--- src/rtl/rect_draw_clip_if.sv ---
// Rectangle rasteriser bus: draw request in, pixel stream and status out.
// The master side drives requests and pixel_ready; the slave side is the engine.
interface rect_draw_clip_if #(
  parameter int CW   = 8,
  parameter int COLW = 24
);
  logic            start;
  logic [CW-1:0]   x0;
  logic [CW-1:0]   y0;
  logic [CW-1:0]   x1;
  logic [CW-1:0]   y1;
  logic            fill_enable;
  logic [3:0]      thick;
  logic [COLW-1:0] color;
  logic            pixel_ready;
  logic [CW-1:0]   px;
  logic [CW-1:0]   py;
  logic [COLW-1:0] pixel_color;
  logic            pixel_valid;
  logic            busy;
  logic            done;
  logic            clipped;

  modport master (
    output start, x0, y0, x1, y1,
    output fill_enable, thick, color,
    output pixel_ready,
    input  px, py, pixel_color, pixel_valid,
    input  busy, done, clipped
  );

  modport slave (
    input  start, x0, y0, x1, y1,
    input  fill_enable, thick, color,
    input  pixel_ready,
    output px, py, pixel_color, pixel_valid,
    output busy, done, clipped
  );
endinterface

--- src/rtl/rect_draw_clip.sv ---
// Filled/outlined rectangle rasteriser with screen clipping.
// Emits one pixel per cycle in row-major order over a valid/ready stream.
module rect_draw_clip #(
  parameter int CW    = 8,
  parameter int COLW  = 24,
  parameter int SCR_W = 160,
  parameter int SCR_H = 120
) (
  input logic             clk,
  input logic             rst_n,
  rect_draw_clip_if.slave bus
);
  localparam int W = CW + 1;
  typedef logic [W-1:0] crd_t;
  localparam crd_t XLIM = crd_t'(SCR_W - 1);
  localparam crd_t YLIM = crd_t'(SCR_H - 1);

  typedef enum logic [1:0] {
    IDLE, SETUP, DRAW, DONE
  } state_t;

  state_t state_q, state_d;

  logic [CW-1:0] rx0, ry0, rx1, ry1;
  logic [3:0]    r_thick;
  logic          r_fill;

  crd_t xmin_q, xmax_q, ymin_q, ymax_q;
  crd_t cxmax_q, cymax_q, t_q;

  crd_t s_xmin, s_xmax, s_ymin, s_ymax;
  crd_t s_cx, s_cy, s_t;
  logic s_off, s_clip;

  always_comb begin
    s_xmin = (rx0 < rx1) ? {1'b0, rx0} : {1'b0, rx1};
    s_xmax = (rx0 < rx1) ? {1'b0, rx1} : {1'b0, rx0};
    s_ymin = (ry0 < ry1) ? {1'b0, ry0} : {1'b0, ry1};
    s_ymax = (ry0 < ry1) ? {1'b0, ry1} : {1'b0, ry0};
    s_cx   = (s_xmax > XLIM) ? XLIM : s_xmax;
    s_cy   = (s_ymax > YLIM) ? YLIM : s_ymax;
    s_t    = (r_thick == 4'd0) ? crd_t'(1) : crd_t'(r_thick);
    s_off  = (s_xmin > XLIM) || (s_ymin > YLIM);
    s_clip = (s_xmax > XLIM) || (s_ymax > YLIM);
  end

  crd_t cx, cy, nx, ny, cand;
  logic row_full, x_inner, row_cont, last, xfer;

  // Interior rows jump straight from the left band to the right band.
  always_comb begin
    cx       = {1'b0, bus.px};
    cy       = {1'b0, bus.py};
    nx       = cx + crd_t'(1);
    ny       = cy + crd_t'(1);
    row_full = r_fill
            || (cy < ymin_q + t_q)
            || (cy + t_q > ymax_q);
    x_inner  = (nx >= xmin_q + t_q)
            && (nx + t_q <= xmax_q);
    cand     = nx;
    if (!row_full && x_inner)
      cand = xmax_q + crd_t'(1) - t_q;
    row_cont = (cand <= cxmax_q);
    last     = !row_cont && (ny > cymax_q);
    xfer     = bus.pixel_valid && bus.pixel_ready;
  end

  always_comb begin
    state_d = state_q;
    unique case (state_q)
      IDLE:  if (bus.start) state_d = SETUP;
      SETUP: state_d = s_off ? DONE : DRAW;
      DRAW:  if (xfer && last) state_d = DONE;
      DONE:  state_d = IDLE;
      default: state_d = IDLE;
    endcase
  end

  always_ff @(posedge clk) begin
    if (!rst_n) state_q <= IDLE;
    else        state_q <= state_d;
  end

  always_ff @(posedge clk) begin
    if (!rst_n) begin
      bus.px          <= '0;
      bus.py          <= '0;
      bus.pixel_color <= '0;
      bus.pixel_valid <= 1'b0;
      bus.done        <= 1'b0;
      bus.busy        <= 1'b0;
      bus.clipped     <= 1'b0;
      rx0     <= '0;
      ry0     <= '0;
      rx1     <= '0;
      ry1     <= '0;
      r_thick <= '0;
      r_fill  <= 1'b0;
      xmin_q  <= '0;
      xmax_q  <= '0;
      ymin_q  <= '0;
      ymax_q  <= '0;
      cxmax_q <= '0;
      cymax_q <= '0;
      t_q     <= '0;
    end else begin
      unique case (state_q)
        IDLE: if (bus.start) begin
          rx0     <= bus.x0;
          ry0     <= bus.y0;
          rx1     <= bus.x1;
          ry1     <= bus.y1;
          r_thick <= bus.thick;
          r_fill  <= bus.fill_enable;
          bus.pixel_color <= bus.color;
          bus.busy        <= 1'b1;
          bus.clipped     <= 1'b0;
        end
        SETUP: begin
          xmin_q  <= s_xmin;
          xmax_q  <= s_xmax;
          ymin_q  <= s_ymin;
          ymax_q  <= s_ymax;
          cxmax_q <= s_cx;
          cymax_q <= s_cy;
          t_q     <= s_t;
          bus.clipped <= s_clip;
          if (s_off) begin
            bus.done <= 1'b1;
          end else begin
            bus.px          <= s_xmin[CW-1:0];
            bus.py          <= s_ymin[CW-1:0];
            bus.pixel_valid <= 1'b1;
          end
        end
        DRAW: if (xfer) begin
          if (last) begin
            bus.pixel_valid <= 1'b0;
            bus.done        <= 1'b1;
          end else if (row_cont) begin
            bus.px <= cand[CW-1:0];
          end else begin
            bus.px <= xmin_q[CW-1:0];
            bus.py <= ny[CW-1:0];
          end
        end
        DONE: begin
          bus.done <= 1'b0;
          bus.busy <= 1'b0;
        end
        default: ;
      endcase
    end
  end
endmodule

--- src/flat_wrapper.sv ---
// flat-port wrapper written by rule: the top's interface ports become plain ports
module rect_draw_clip_flat 
#(
  parameter int CW    = 8,
  parameter int COLW  = 24,
  parameter int SCR_W = 160,
  parameter int SCR_H = 120
)
  (clk, rst_n, bus_start, bus_x0, bus_y0, bus_x1, bus_y1, bus_fill_enable, bus_thick, bus_color, bus_pixel_ready, bus_px, bus_py, bus_pixel_color, bus_pixel_valid, bus_busy, bus_done, bus_clipped);
  rect_draw_clip_if #(.CW(CW), .COLW(COLW)) bus_i ();
  input logic clk;
  input logic rst_n;
  input wire logic [$bits(bus_i.start)-1:0] bus_start;
  input wire logic [$bits(bus_i.x0)-1:0] bus_x0;
  input wire logic [$bits(bus_i.y0)-1:0] bus_y0;
  input wire logic [$bits(bus_i.x1)-1:0] bus_x1;
  input wire logic [$bits(bus_i.y1)-1:0] bus_y1;
  input wire logic [$bits(bus_i.fill_enable)-1:0] bus_fill_enable;
  input wire logic [$bits(bus_i.thick)-1:0] bus_thick;
  input wire logic [$bits(bus_i.color)-1:0] bus_color;
  input wire logic [$bits(bus_i.pixel_ready)-1:0] bus_pixel_ready;
  output wire logic [$bits(bus_i.px)-1:0] bus_px;
  output wire logic [$bits(bus_i.py)-1:0] bus_py;
  output wire logic [$bits(bus_i.pixel_color)-1:0] bus_pixel_color;
  output wire logic [$bits(bus_i.pixel_valid)-1:0] bus_pixel_valid;
  output wire logic [$bits(bus_i.busy)-1:0] bus_busy;
  output wire logic [$bits(bus_i.done)-1:0] bus_done;
  output wire logic [$bits(bus_i.clipped)-1:0] bus_clipped;
  assign bus_i.start = bus_start;
  assign bus_i.x0 = bus_x0;
  assign bus_i.y0 = bus_y0;
  assign bus_i.x1 = bus_x1;
  assign bus_i.y1 = bus_y1;
  assign bus_i.fill_enable = bus_fill_enable;
  assign bus_i.thick = bus_thick;
  assign bus_i.color = bus_color;
  assign bus_i.pixel_ready = bus_pixel_ready;
  assign bus_px = bus_i.px;
  assign bus_py = bus_i.py;
  assign bus_pixel_color = bus_i.pixel_color;
  assign bus_pixel_valid = bus_i.pixel_valid;
  assign bus_busy = bus_i.busy;
  assign bus_done = bus_i.done;
  assign bus_clipped = bus_i.clipped;
  rect_draw_clip #(.CW(CW), .COLW(COLW), .SCR_W(SCR_W), .SCR_H(SCR_H)) u_core (.clk(clk), .rst_n(rst_n), .bus(bus_i));
endmodule
--- config.mk ---
export PLATFORM = sky130hd
export DESIGN_NAME = rect_draw_clip_flat
export DESIGN_NICKNAME = d
export VERILOG_FILES = /design/src/rtl/rect_draw_clip_if.sv /design/src/rtl/rect_draw_clip.sv /design/src/flat_wrapper.sv
export SDC_FILE = /design/constraint.sdc
export NUM_CORES = 1
export LEC_CHECK = 0
export BUFFER_PORTS_ARGS = -buffer_cell sky130_fd_sc_hd__buf_2
export CAP_MARGIN = 20
export CELL_PAD_IN_SITES_DETAIL_PLACEMENT = 1
export CELL_PAD_IN_SITES_GLOBAL_PLACEMENT = 2
export CORE_AREA = 2 2 154 156
export CTS_CLUSTER_SIZE = 10
export DETAILED_ROUTE_END_ITERATION = 6
export DIE_AREA = 0 0 156 158
export HOLD_SLACK_MARGIN = 0.06
export PLACE_DENSITY = 0.83
export SYNTH_ARGS = -nofsm -noshare
export SYNTH_HDL_FRONTEND = slang
export SYNTH_SLANG_ARGS = --single-unit
--- constraint.sdc ---
create_clock -name clk -period 15.9 [get_ports clk]
set_input_delay 2.385 -clock clk [delete_from_list [all_inputs] [get_ports clk]]
set_output_delay 2.385 -clock clk [all_outputs]
set_load 0.005 [all_outputs]
* After elaboration in Yosys (flattened, before gate mapping)
Index checks and enable logic that the tools add are counted.
** Storage, ports and cells
- Bits in registers :: 146
- Bits of input ports :: 65
- Output and inout bits :: 44
- Word-level logic and storage cells :: 111
** Cells by class
- Add/sub/neg operators :: 8
- $lt $le $gt $ge :: 12
- Eq/ne operators :: 11
- Mux-type cells :: 34
- Reduce and logical (&&, ||, !) cells :: 25
** Operator list (number)
- $mux W8 :: 12
- $pmux W8 S2 :: 2
- $add A9 B9 Y9 :: 3
- $mux W9 :: 3
- $add A8 B1 Y9 const B :: 2
- $gt A9 B7 Y1 const B :: 2
- $gt A9 B8 Y1 const B :: 2
- $gt A9 B9 Y1 :: 2
- $le A9 B9 Y1 :: 2
- $lt A8 B8 Y1 :: 2
- $reduce_and A4 Y1 :: 3
- $add A8 B9 Y9 :: 1
- $add A9 B1 Y9 const B :: 1
- $ge A9 B9 Y1 :: 1
- $lt A8 B9 Y1 :: 1
- $mux W1 :: 9
- $sub A9 B9 Y9 :: 1
- $ne A2 B1 Y1 const B :: 4
- $ne A2 B2 Y1 const B :: 4
- $pmux W2 S4 :: 1
- $reduce_and A2 Y1 :: 4
- $pmux W1 S2 :: 3
- $reduce_bool A2 Y1 :: 3
- $logic_and A1 B1 Y1 :: 5
- 11 further kinds :: 17

* Depth between registers and ports, before layout
- Depth after elaboration :: 13
- Depth in mapped cells :: 25
- Mapped depth without buffers :: 24

* Worst setup path before layout
Ideal clock, no wire load.
- Path type :: reg-to-reg
- From :: register u_core.bus.px[0]
- To :: register u_core.bus.py[1]
- Library setup time :: 0.133 ns
- Data arrival time :: 5.053 ns
- Data required time :: 15.767 ns
- Slack :: 10.714 ns
- Stages on the path, launching flop included :: 24
- Buffers on the path :: 1
- Period minus slack after synthesis :: 5.186 ns
- Path through :: dfxtp_1 ha_1 xor2_1 ha_1 a21o_1 a21oi_1 nor2_1 a21oi_1 nor2_1 ha_1 nand4_1 a21oi_1 o41ai_1 nand3_1 buf_4 mux2_1 ha_1 and3_1 nand4_1 a21oi_1 a21o_1 a2111oi_4 nor2_2 mux2i_1
** On the way
- Word-level cells in the longest chain between the ends :: 11
- Elaborated cells between the ends (all ways) :: 13
- Those cells by class :: add/sub (2); order compare (3); eq/ne (2); mux (1); reduce/logical (5)
** RTL lines
- start: declaration :: line rect_draw_clip_if.sv:36 : output px, py, pixel_color, pixel_valid,
- start signal: assignment :: line rect_draw_clip.sv:132 : bus.px <= s_xmin[CW-1:0];
- start signal: assignment :: line rect_draw_clip.sv:142 : bus.px <= cand[CW-1:0];
- start signal: assignment :: line rect_draw_clip.sv:144 : bus.px <= xmin_q[CW-1:0];
- $add A8 B1 Y9 (*) :: line rect_draw_clip.sv:54 : nx = cx + crd_t'(1);
- $add A9 B9 Y9 :: line rect_draw_clip.sv:60 : && (nx + t_q <= xmax_q);
- $le A9 B9 Y1 :: line rect_draw_clip.sv:60
- $logic_and A1 B1 Y1 :: line rect_draw_clip.sv:60
- $logic_and A1 B1 Y1 :: line rect_draw_clip.sv:62 : if (!row_full && x_inner)
- $mux W9 (*) :: line rect_draw_clip.sv:62
- $le A9 B9 Y1 (*) :: line rect_draw_clip.sv:64 : row_cont = (cand <= cxmax_q);
- $logic_not A1 Y1 :: line rect_draw_clip.sv:65 : last = !row_cont && (ny > cymax_q);
- $logic_and A1 B1 Y1 :: line rect_draw_clip.sv:65
- $ne A2 B2 Y1 (no source line)
- $reduce_and A5 Y1 (no source line) (*)
- end signal: assignment :: line rect_draw_clip.sv:133 : bus.py <= s_ymin[CW-1:0];
- end signal: assignment :: line rect_draw_clip.sv:145 : bus.py <= ny[CW-1:0];
- end: declaration :: line rect_draw_clip_if.sv:36
Mark *: on every way between the ends. The rest lies on a longest branch, timed or not.
A chain may end at the register's enable or synchronous reset.

* Final worst setup path
- From :: register u_core.bus.px[0]
- To :: register u_core.bus.px[6]
** On the way
- Word-level cells in the longest chain between the ends :: 11
- Elaborated cells between the ends (all ways) :: 16
- Those cells by class :: add/sub (2); order compare (3); eq/ne (1); mux (5); reduce/logical (5)
** RTL lines (line)
- $add A8 B1 Y9 (*) :: rect_draw_clip.sv:54
- $add A9 B9 Y9 :: rect_draw_clip.sv:60
- $le A9 B9 Y1 :: rect_draw_clip.sv:60
- $logic_and A1 B1 Y1 :: rect_draw_clip.sv:60
- $logic_and A1 B1 Y1 :: rect_draw_clip.sv:62
- $mux W9 (*) :: rect_draw_clip.sv:62
- $le A9 B9 Y1 :: rect_draw_clip.sv:64
- $mux W8 or $logic_not A1 Y1 (tied branches) :: rect_draw_clip.sv:141, rect_draw_clip.sv:65
- $mux W8 or $logic_and A1 B1 Y1 (tied branches) :: rect_draw_clip.sv:138, rect_draw_clip.sv:65
- $mux W8 or $ne A2 B2 Y1 (tied branches)
- $pmux W8 S2 or $reduce_and A4 Y1 (tied branches)
Mark *: on every way between the ends. The rest lies on a longest branch, timed or not. The select of a mux whose other input is x is not followed.

==> flow_metrics.tcl <==
set metrics [dict create \
    antenna_cells_inserted 0 \
    min_path_cells 2 \
    synthAdderAreaFrac_pct 14.9 \
    routed_via_density 5.41 \
    worstSetupStartpoint "u_core.bus.px[0]$_SDFFE_PN0P_" \
    syn2layout_area_growth_pct 16.3 \
    detailedRoute.firstPassIterationCount 4 \
    worstSetupPathType "reg -> reg" \
    synth_largest_area_cell "sky130_fd_sc_hd__dfxtp_1" \
    grt_max_degree 79 \
    largest_family_of_logic_cells_by_synthesized_area "compound AO/OA/AOI/OAI gates" \
    worst_setup_path_end_kind "flip-flop" \
    io_buffers 108 \
    yosys-mux-area-fraction_pct 6.65 \
    power-per-cell-area_nw_per_um2 207 \
    finalWeightedCongestion 0.859 \
    io-pin-count 109 \
    whs_endpoint "u_core.cymax_q[7]$_SDFFE_PN0P_" \
    hold_viol 0 \
    power_mw 2.08 \
    grt_pass1_wl_um 43000 \
    die_width_um 156 \
    synth.net_count 1229 \
    detailed_route_wl_um 26500 \
    post-cts-setup-buffer-count 0 \
    slew-limit-headroom_pct 30.1 \
    synth_seq_area_share_pct 31.3 \
    postSynthRegisterBits 135 \
    path_common_cell "sky130_fd_sc_hd__a21oi_1" \
    cts_hold_repair.buffers 0 \
    synth.top_cells.by_area "sky130_fd_sc_hd__dfxtp_1 (31%), sky130_fd_sc_hd__ha_1 (14%), sky130_fd_sc_hd__nand2_1 (7.5%)" \
    route.detailed.wl_per_inst_um 18.3 \
    die_area_sq_um 24600 \
    tritoncts "yes" \
    critical_path_buf_inv_count 0 \
    report.final.setup_viol 0 \
    cts_max_path_buffers 2 \
    post_cts_resize_count 0 \
    yosys.cell_types.count 66 \
    yosys.area.top_type_share_pct 31.3 \
    rr_startpoint "u_core.bus.px[0]$_SDFFE_PN0P_" \
    timing.fmax_mhz 152 \
    setup.reg_to_reg.worst_slack_ps 9300 \
    initial_antenna_violation_count 0 \
    cp_data_arrival_time_ps 6940 \
    timing.final.crit_share_pct 41.5 \
    clock-skew-final_ps 10.4 \
    synthCells 1064 \
    clock_sinks 135 \
    drt.antenna.violating_nets 0 \
    layout-drive-gt1-share_pct 14.7 \
    crit_path_max_fanout 11 \
    initial_utilization_pct 37.5 \
    die_h_um 158 \
    overflow 0 \
    setup_repair_after_global_routing_missed_its_margin "no" \
    path_delay_family "compound AO/OA/AOI/OAI gates" \
    synth_compound_area_share_pct 20.3 \
    setup_tns_ps 0 \
    min-delay-start "u_core.cymax_q[7]$_SDFFE_PN0P_" \
    final_critical_path_required_period_ps 6600 \
    power.static_leakage_nw 4.36 \
    max_cap_viol_count 0 \
    groute.usage.overall_pct 22.2 \
    timing.hold.worst.class "reg -> reg" \
    timing.critical_path.slowest_stage_cell "sky130_fd_sc_hd__o41ai_1" \
    crit-reg2reg-capture "u_core.bus.px[6]$_SDFFE_PN0P_" \
    clk_latency_ps 420 \
    worst_path_largest_cell_delay_ps 710 \
    synth_area_sq_um 8640 \
    ff2ff_path_depth 23 \
    nets 1311 \
    floorplan.rows 56 \
    cts_h_tree_depth 4 \
    post_synth_xor_area_fraction_pct 4.16 \
    timing.final.max_slew_violations 0 \
    edff_count_synth 0 \
    synth_top_flop_cell "sky130_fd_sc_hd__dfxtp_1" \
    status "completed" \
    cp-start-kind "flip-flop" \
    area_fraction_in_and_or_nand_and_nor_cells_after_synthesis_pct 17.3 \
    dp_hpwl_um 20300 \
    post-route-drc-count 0 \
    required_ps 16240 \
    crit_path_cell_trace "ha_1, xor2_1, ha_1, a21o_1, a21oi_1, nor2_1, a21oi_1, nor2_1, ha_1, nand4_1, a21oi_1, o41ai_1, nand3_1, mux2_1, ha_1, and3_1, nand4_1, a21oi_1, a21oi_1, a21oi_1, o21ai_1, o211ai_1, o211ai_1" \
    syn_area_per_cell_sq_um 8.12 \
    cts_root_buf "sky130_fd_sc_hd__clkbuf_16" \
    dr_total_vias 7840 \
    tritoncts.num_buffers 17 \
    synth-warning-count 0 \
    first_global_vias 7944 \
    total_core_area_sq_um 23100 \
    drt_iter0_drc 405 \
    postSynth.asyncResetShare_pct 0 \
    power.ir.vdd_worst_mv 0.0931 \
    actual_slew_at_the_worst_max_slew_pin_ps 1050 \
    timing.critical_path.depth 23 \
    clk_pin_slew_worst_paths_ps 60 \
]
==> logic make-up (layout without fill, tap and decap cells) <==
kind of cell / Yosys count / after routing
AO/OA/AOI/OAI: 271 / 271
AND/OR/NAND/NOR: 337 / 337
adder cells (fa/ha/maj): 100 / 100
buffers and inverters: 124 / 219
XOR/XNOR: 41 / 41
flip-flops: 135 / 135
multiplexers: 56 / 56
==> state kept, by name, indices dropped and copies added (netlist names), 8 cells and up <==
name,cells
u_core.cxmax_q,8
u_core.ymax_q,8
u_core.bus.pixel_color,24
u_core.bus.px,8
u_core.xmin_q,8
u_core.bus.py,8
u_core.ry0,8
u_core.xmax_q,8
u_core.ymin_q,8
u_core.ry1,8
u_core.cymax_q,8
u_core.rx1,8
u_core.rx0,8
==> synth_stat cells, types with 5 or more instances <==
cell type	number
sky130_fd_sc_hd__a211oi_1	33
sky130_fd_sc_hd__a21o_1	11
sky130_fd_sc_hd__a21oi_1	109
sky130_fd_sc_hd__a31oi_1	10
sky130_fd_sc_hd__clkbuf_1	45
sky130_fd_sc_hd__dfxtp_1	135
sky130_fd_sc_hd__fa_1	5
sky130_fd_sc_hd__ha_1	95
sky130_fd_sc_hd__inv_1	73
sky130_fd_sc_hd__mux2_2	9
sky130_fd_sc_hd__mux2i_1	45
sky130_fd_sc_hd__nand2_1	173
sky130_fd_sc_hd__nand3_1	15
sky130_fd_sc_hd__nand4_1	18
sky130_fd_sc_hd__nor2_1	75
sky130_fd_sc_hd__nor2b_1	11
sky130_fd_sc_hd__nor3_1	14
sky130_fd_sc_hd__o211ai_1	24
sky130_fd_sc_hd__o21ai_0	37
sky130_fd_sc_hd__xnor2_1	20
sky130_fd_sc_hd__xor2_1	21
==> final cells by class <==
type / count / area [sq um]
well taps: 290 / 363
clock inverters: 8 / 144
clock buffers: 24 / 482
inverters: 74 / 279
multi-input cells: 805 / 5480
fillers: 2789 / 13000
repair buffers: 113 / 598
flip-flops and latches: 135 / 2700
==> layer usage <==
layer | part of all wire (%) | wire length (um) | track usage (%) | vias up
li1 | - | - | - | 3915
met1 | 49 | 13100 | 31.1 | 3721
met2 | 43 | 11500 | 34.1 | 171
met3 | 5.4 | 1420 | 4.54 | 33
met4 | 1.9 | 494 | 6.95 | 0
met5 | 0 | 0 | 0 | -
==> stage by stage <==
stage                     worst slack [ps]  hold WS [ps]  cell area [sq um]  instances  util [%]
after floorplan                      10710           424               8640       1064         -
after global placement                9680           438               9400       1416      40.8
after detailed placement              9390           448               9400       1416      40.8
after CTS                             9360           455              10000       1448      43.5
after global routing                  8820           477              10000       1449      43.6
final                                 9300           451              10000       1449      43.6
==> power by group <==
part	switching [mW]	internal [mW]	total [mW]
registers	0.0860	0.417	0.503
clock network	0.146	0.274	0.421
logic	0.699	0.454	1.15
==> tightest hold or removal path, stage by stage, from the launching register on <==
cell,delay (ps)
sky130_fd_sc_hd__dfxtp_1,290
sky130_fd_sc_hd__inv_1,60
sky130_fd_sc_hd__nor3_1,50
==> how the worst max path moves through the flow <==
stage,slack (ps),endpoint
after global placement,9680,u_core.bus.px[6]$_SDFFE_PN0P_
after CTS,9360,u_core.bus.px[6]$_SDFFE_PN0P_
after detailed placement,9390,u_core.bus.px[6]$_SDFFE_PN0P_
after global routing,8820,u_core.bus.px[0]$_SDFFE_PN0P_
after floorplan,10710,u_core.bus.py[1]$_SDFFE_PN0P_
final,9300,u_core.bus.px[6]$_SDFFE_PN0P_
==> cells in the final DEF, fill, tap and decap left out, drive strengths merged, types with 5 or more instances in the layout <==
master | synthesis | final
o211ai | 24 | 24
a2111oi | 5 | 5
fa | 5 | 5
mux2i | 45 | 45
a211oi | 33 | 33
mux2 | 11 | 11
nor2 | 76 | 76
nand4 | 19 | 19
dfxtp | 135 | 135
o21ai | 41 | 41
xor2 | 21 | 21
nand3 | 16 | 16
inv | 73 | 72
clkinv | 1 | 6
nor3 | 14 | 14
a21o | 11 | 11
a21oi | 109 | 109
clkbuf | 45 | 24
nand2 | 174 | 174
a31oi | 11 | 11
nor2b | 11 | 11
ha | 95 | 95
xnor2 | 20 | 20
buf | 5 | 113
Power figures use the tool's default switching activity.
